==> src/rtl/mult_share_pkg.sv <==
// Shared constants, helpers and tag type for the shared-multiplier arbiter.
// Optional feature macro used by the top: MULT_SHARE_ARB_STATS_EN.
package mult_share_pkg;

    localparam int DEF_WIDTH    = 4;
    localparam int DEF_NUM_REQ  = 4;
    localparam int DEF_MULT_LAT = 2;

    // Requester id width; a single requester still needs one id bit.
    function automatic int id_w(input int n);
        return (n > 1) ? $clog2(n) : 1;
    endfunction

    localparam int DEF_ID_W = id_w(DEF_NUM_REQ);

    // Issue tag for the default configuration; the top re-declares it at its own ID_W.
    typedef struct packed {
        logic                valid;
        logic [DEF_ID_W-1:0] id;
    } tag_t;

endpackage

==> src/rtl/rr_arbiter.sv <==
// Round-robin priority search with a pointer that advances past each grant.
module rr_arbiter
    import mult_share_pkg::*;
#(
    parameter int NUM_REQ = DEF_NUM_REQ,
    parameter int ID_W    = id_w(NUM_REQ)
) (
    input  logic               clk,
    input  logic               rst,
    input  logic [NUM_REQ-1:0] req_valid,
    output logic [NUM_REQ-1:0] grant,
    output logic [ID_W-1:0]    grant_id,
    output logic               grant_vld
);

    logic [ID_W-1:0] rr_ptr_q;
    logic [ID_W-1:0] rr_ptr_d;

    // Search from rr_ptr upward; walking backwards lets the closest valid win.
    always_comb begin
        int idx;
        grant     = '0;
        grant_id  = '0;
        grant_vld = 1'b0;
        idx       = 0;
        for (int k = NUM_REQ - 1; k >= 0; k--) begin
            idx = int'(rr_ptr_q) + k;
            if (idx >= NUM_REQ) idx = idx - NUM_REQ;
            if (req_valid[ID_W'(idx)]) begin
                grant_id  = ID_W'(idx);
                grant_vld = 1'b1;
            end
        end
        if (rst) grant_vld = 1'b0;
        if (grant_vld) grant[grant_id] = 1'b1;
    end

    // Pointer moves to the requester after the one just granted.
    always_comb begin
        rr_ptr_d = rr_ptr_q;
        if (grant_vld) begin
            rr_ptr_d = (grant_id == ID_W'(NUM_REQ - 1)) ? '0 : grant_id + 1'b1;
        end
    end

    // Pointer register.
    always_ff @(posedge clk) begin
        if (rst) rr_ptr_q <= '0;
        else     rr_ptr_q <= rr_ptr_d;
    end

endmodule

==> src/rtl/mult_share_arbiter.sv <==
// Time-shares one external registered multiplier among NUM_REQ requesters.
// Issue tags track the core latency so each product returns with its id.
// Optional macro MULT_SHARE_ARB_STATS_EN adds per-requester accept counters.
module mult_share_arbiter
    import mult_share_pkg::*;
#(
    parameter int WIDTH    = DEF_WIDTH,
    parameter int NUM_REQ  = DEF_NUM_REQ,
    parameter int MULT_LAT = DEF_MULT_LAT,
    parameter int ID_W     = id_w(NUM_REQ)
) (
    input  logic                     clk,
    input  logic                     rst,
    input  logic [NUM_REQ-1:0]       req_valid,
    output logic [NUM_REQ-1:0]       req_ready,
    input  logic [NUM_REQ*WIDTH-1:0] req_a,
    input  logic [NUM_REQ*WIDTH-1:0] req_b,
    output logic [WIDTH-1:0]         mul_a,
    output logic [WIDTH-1:0]         mul_b,
    input  logic [2*WIDTH-1:0]       mul_p,
    output logic                     rsp_valid,
    output logic [ID_W-1:0]          rsp_id,
    output logic [2*WIDTH-1:0]       rsp_product,
    output logic                     busy
`ifdef MULT_SHARE_ARB_STATS_EN
    ,
    output logic [NUM_REQ*16-1:0]    stat_grants
`endif
);

    typedef struct packed {
        logic            valid;
        logic [ID_W-1:0] id;
    } pipe_tag_t;

    logic [NUM_REQ-1:0] grant;
    logic [ID_W-1:0]    grant_id;
    logic               grant_vld;

    logic [WIDTH-1:0]   mul_a_q, mul_a_d;
    logic [WIDTH-1:0]   mul_b_q, mul_b_d;
    pipe_tag_t          tag_q [MULT_LAT+1];
    pipe_tag_t          tag_d [MULT_LAT+1];
    logic               rsp_valid_q, rsp_valid_d;
    logic [ID_W-1:0]    rsp_id_q, rsp_id_d;
    logic [2*WIDTH-1:0] rsp_product_q, rsp_product_d;

    rr_arbiter #(
        .NUM_REQ (NUM_REQ),
        .ID_W    (ID_W)
    ) u_rr (
        .clk       (clk),
        .rst       (rst),
        .req_valid (req_valid),
        .grant     (grant),
        .grant_id  (grant_id),
        .grant_vld (grant_vld)
    );

    assign req_ready = grant;

    // Operand mux into the core; holds when nothing is accepted.
    always_comb begin
        mul_a_d = mul_a_q;
        mul_b_d = mul_b_q;
        if (grant_vld) begin
            mul_a_d = req_a[int'(grant_id)*WIDTH +: WIDTH];
            mul_b_d = req_b[int'(grant_id)*WIDTH +: WIDTH];
        end
    end

    // Tag pipe: stage 0 aligns with the operands, last stage with mul_p.
    always_comb begin
        tag_d[0].valid = grant_vld;
        tag_d[0].id    = grant_id;
        for (int s = 1; s <= MULT_LAT; s++) tag_d[s] = tag_q[s-1];
    end

    // Response capture when the last tag stage is valid.
    always_comb begin
        rsp_valid_d   = tag_q[MULT_LAT].valid;
        rsp_id_d      = rsp_id_q;
        rsp_product_d = rsp_product_q;
        if (tag_q[MULT_LAT].valid) begin
            rsp_id_d      = tag_q[MULT_LAT].id;
            rsp_product_d = mul_p;
        end
    end

    // Busy while anything is in the tag pipe or a response is being presented.
    always_comb begin
        busy = rsp_valid_q;
        for (int s = 0; s <= MULT_LAT; s++) busy = busy | tag_q[s].valid;
    end

    // State registers; reset drops every in-flight operation.
    always_ff @(posedge clk) begin
        if (rst) begin
            mul_a_q       <= '0;
            mul_b_q       <= '0;
            rsp_valid_q   <= 1'b0;
            rsp_id_q      <= '0;
            rsp_product_q <= '0;
            for (int s = 0; s <= MULT_LAT; s++) tag_q[s] <= '0;
        end else begin
            mul_a_q       <= mul_a_d;
            mul_b_q       <= mul_b_d;
            rsp_valid_q   <= rsp_valid_d;
            rsp_id_q      <= rsp_id_d;
            rsp_product_q <= rsp_product_d;
            for (int s = 0; s <= MULT_LAT; s++) tag_q[s] <= tag_d[s];
        end
    end

    assign mul_a       = mul_a_q;
    assign mul_b       = mul_b_q;
    assign rsp_valid   = rsp_valid_q;
    assign rsp_id      = rsp_id_q;
    assign rsp_product = rsp_product_q;

`ifdef MULT_SHARE_ARB_STATS_EN
    logic [15:0] stat_q [NUM_REQ];
    logic [15:0] stat_d [NUM_REQ];

    // Saturating accept counter for the granted requester.
    always_comb begin
        for (int i = 0; i < NUM_REQ; i++) stat_d[i] = stat_q[i];
        if (grant_vld && (stat_q[grant_id] != 16'hFFFF)) begin
            stat_d[grant_id] = stat_q[grant_id] + 16'd1;
        end
    end

    // Counter registers.
    always_ff @(posedge clk) begin
        for (int i = 0; i < NUM_REQ; i++) begin
            if (rst) stat_q[i] <= '0;
            else     stat_q[i] <= stat_d[i];
        end
    end

    // Pack counters onto the output port.
    always_comb begin
        stat_grants = '0;
        for (int i = 0; i < NUM_REQ; i++) stat_grants[i*16 +: 16] = stat_q[i];
    end
`endif

endmodule

==> config.mk <==
export PLATFORM = sky130hd
export DESIGN_NAME = mult_share_arbiter
export DESIGN_NICKNAME = d
export VERILOG_FILES = /design/src/rtl/mult_share_pkg.sv /design/src/rtl/rr_arbiter.sv /design/src/rtl/mult_share_arbiter.sv
export SDC_FILE = /design/constraint.sdc
export NUM_CORES = 1
export LEC_CHECK = 0
export CAP_MARGIN = 20
export CORE_MARGIN = 1
export CORE_UTILIZATION = 38
export DETAILED_ROUTE_END_ITERATION = 10
export GPL_ROUTABILITY_DRIVEN = 0
export MAX_ROUTING_LAYER = met4
export PLACE_DENSITY_LB_ADDON = 0.15
export SLEW_MARGIN = 10
export SYNTH_ARGS = -nofsm -noshare
export SYNTH_HDL_FRONTEND = slang
export SYNTH_SLANG_ARGS = --single-unit
==> constraint.sdc <==
create_clock -name clk -period 2.37 [get_ports clk]
set_clock_uncertainty 0.05 [all_clocks]
set_input_delay 0.3555 -clock clk [delete_from_list [all_inputs] [get_ports clk]]
set_output_delay 0.3555 -clock clk [all_outputs]
set_load 0.05 [all_outputs]
==> results by group <==
Status
  – Status: finished, final reports clean

Routing
  – Vias/cell: 4.87
  – Routed WL: 3220 um
  – Pre-antenna DRT Iters: 4
  – DRC: 0
  – DR WL/cell: 13.1 um
  – Routed Antenna Nets: 0
  – Initial detailed-routing violation count: 23
  – Via count: 1193

STA
  – Final hold vios: 0
  – Slew Limit Headroom: 59.5%
  – Slew @ Worst Pin: 0.607 ns
  – Min Tclk post-route: 2.30 ns
  – Max-slew violations: 0
  – Final cycle utilization of the critical path: 97.0%
  – Unrepaired setup endpoints after global routing: no
  – FMAX: 435 MHz
  – Final setup fails: 0
  – TNS Setup: 0 ns

Setup path
  – WP data required: 1.96 ns
  – Startpoint Class: input pin
  – Setup CP Type: input pin to primary output
  – Setup slack, reg-to-reg: 0.54 ns
  – CP endpoint kind: primary output
  – Crit Path Max Fanout: 3
  – Worst EP arrival: 1.89 ns

Floorplanning
  – Die Span Y: 59.6 um
  – Die area: 3550 sq um
  – IO Count: 70
  – Starting Density: 40.6%
  – Std-Cell Rows: 20
  – Core area: 3100 sq um
  – Die W: 59.6 um

Cells and area
  – Layout cells sized above 1: 13.4%
  – Layout Nets: 247
  – Synth-to-Final Area Change: 70.4%
  – Layout Cells excl Fill: 245
  – Antenna fix cells: 0

Place
  – Final HPWL DP: 2340 um
  – Input/output buffers: 69
  – Inst Count DP: 236

Synth
  – Syn Area/Cell: 10.2 sq um
  – Syn nets: 170
  – Register area share after synthesis: 47.7%
  – Yosys warns: 0
  – Flops & latches, synth: 30
  – Post-synth cell types: 24
  – Cells after Synth: 123
  – Syn Std Cell Area: 1260 sq um

Global routing
  – Initial antenna violation count: 0
  – Total gr overflow: 0
  – Vias in the first global route: 1180
  – Largest net degree at the start of global routing: 20
  – Wire length of the first global-routing pass: 5080 um
  – Global Route Usage Sum: 20.5%

Clock network
  – Clk Latency, worst-skew pair: 0.34 ns
  – Sink Count: 30
  – Max clock buf depth: 2
  – CTS Buf Count: 5
  – CTS clk-pin slew, worst paths: 0.09 ns
  – H-tree depth: 2
  – CTS tree: yes
  – CTS Hold Buffers Added: 0
  – Clock Root Buffer: clkbuf_4

Hold path
  – HP Class: register to register

Power
  – Power Density: 696 nW/um^2
  – Leakage: 0.904 nW
  – Max IR drop VDD: 375 uV

Flow run
  – # Max-Cap Violations: 0
power by group:
group	switching [W]	total [W]	internal (W)	leakage, nW
logic	0.000307	0.000578	0.000271	0.622
registers	0.0000361	0.000593	0.000557	0.247
clock network	0.000178	0.000322	0.000144	0.0353
total	0.000522	0.00149	0.000972	0.904
critical path, cell delays in order:
cell and delay, ns:
clkdlybuf4s50_1 0.48, nor2b_1 0.06, a21boi_2 0.16, o32ai_4 0.25, inv_2 0.09, ha_1 0.18, and2_1 0.16, buf_12 0.15
repair_timing:
item,4_1_cts,5_1_grt
setup endpoints to repair,1,4
pin swaps,1,2
setup buffers,1,0
hold endpoints to repair,0,0
gates resized for setup,0,8
cell families (layout without fill, tap and decap cells):
kind of cell	count (synthesis)	in the layout	synth area share (%)
muxes	26	26	20.7
adders and majority gates	1	1	0.993
buffers and inverters	9	87	4.67
AOI/OAI and AO/OA	13	13	9.43
and+or+nand+nor	44	44	16.6
DFF	30	30	47.7
state kept, by name, summed over array words and instances, names as in the netlist:
signal / flops
rsp_product: 8
mul_a: 4
u_rr.rr_ptr_q: 2
mul_b: 4
rsp_id: 2
rsp_valid: 1
tag_q: 9
cell type report:
cell class / count / area [sq um]
Inverter: 2 / 7.51
Sequential cell: 30 / 601
Timing Repair Buffer: 77 / 796
Tap cell: 44 / 55.1
Clock buffer: 7 / 55.1
Fill cell: 268 / 956
Clock inverter: 1 / 5.00
Multi-Input combinational cell: 84 / 628
layer usage:
metal	share of wire [%]	vias to the layer above	wire, um	track usage, %
met5	0	-	0	-
met4	2.6	0	83	10.3
met3	11	10	354	9.61
met2	50	63	1610	33.5
met1	36	537	1170	20.5
li1	-	583	-	-
cell usage after synthesis, drive strengths merged:
| cell type | instances | area share, % |
|---|---|---|
| dfxtp | 30 | 48 |
| mux2i | 26 | 21 |
| nor2 | 17 | 5.1 |
| nand2 | 11 | 3.3 |
| nor2b | 10 | 5.0 |
| o221ai | 8 | 5.6 |
| buf | 4 | 3.2 |
| clkbuf | 3 | 0.89 |
| and2b | 2 | 1.2 |
| inv | 2 | 0.60 |
| a21boi | 1 | 0.60 |
| a22o | 1 | 0.70 |
| and2 | 1 | 0.50 |
| ha | 1 | 0.99 |
| nand2b | 1 | 0.50 |
| nor4 | 1 | 0.50 |
| o21ai | 1 | 0.40 |
| o221a | 1 | 0.89 |
| o32ai | 1 | 1.3 |
| or4 | 1 | 0.60 |
per-stage QoR:
stage               area, sq um  hold WS (ns)  util [%]  setup WS (ns)  total power [W]
CTS                        2120         0.405      68.4        0.00750          0.00150
detailed placement         2060         0.383      66.3        -0.0178          0.00117
global route               2150         0.420      69.2         0.0149          0.00156
floorplan                  1260         0.364         -          0.115         0.000941
finish                     2150         0.399      69.2         0.0713          0.00149
global placement           2060         0.368      66.3         0.0701          0.00115
final timing paths:
kind | cells after the start | from | to
min reg2reg | 1 | tag_q[0][4]$_SDFF_PP0_ | tag_q[0][7]$_SDFF_PP0_
max | 8 | req_valid[1] | req_ready[3]
min | 1 | tag_q[0][4]$_SDFF_PP0_ | tag_q[0][7]$_SDFF_PP0_
max reg2reg | 6 | u_rr.rr_ptr_q[0]$_SDFFE_PP0P_ | mul_b[0]$_SDFFE_PP0P_
layout by cell type (no fill, tap or decap), drive strengths merged:
| cell type | count |
|---|---|
| clkdlybuf4s50 | 61 |
| nand2b | 1 |
| and2b | 2 |
| and2 | 1 |
| dlymetal6s2s | 3 |
| a22o | 1 |
| o21ai | 1 |
| dfxtp | 30 |
| mux2i | 26 |
| nor4 | 1 |
| ha | 1 |
| nand2 | 11 |
| a21boi | 1 |
| buf | 13 |
| nor2 | 17 |
| or4 | 1 |
| o221a | 1 |
| o32ai | 1 |
| o221ai | 8 |
| nor2b | 10 |
| clkbuf | 7 |
| clkinv | 1 |
| inv | 2 |
Note: power is estimated with default switching activity, not from simulation.
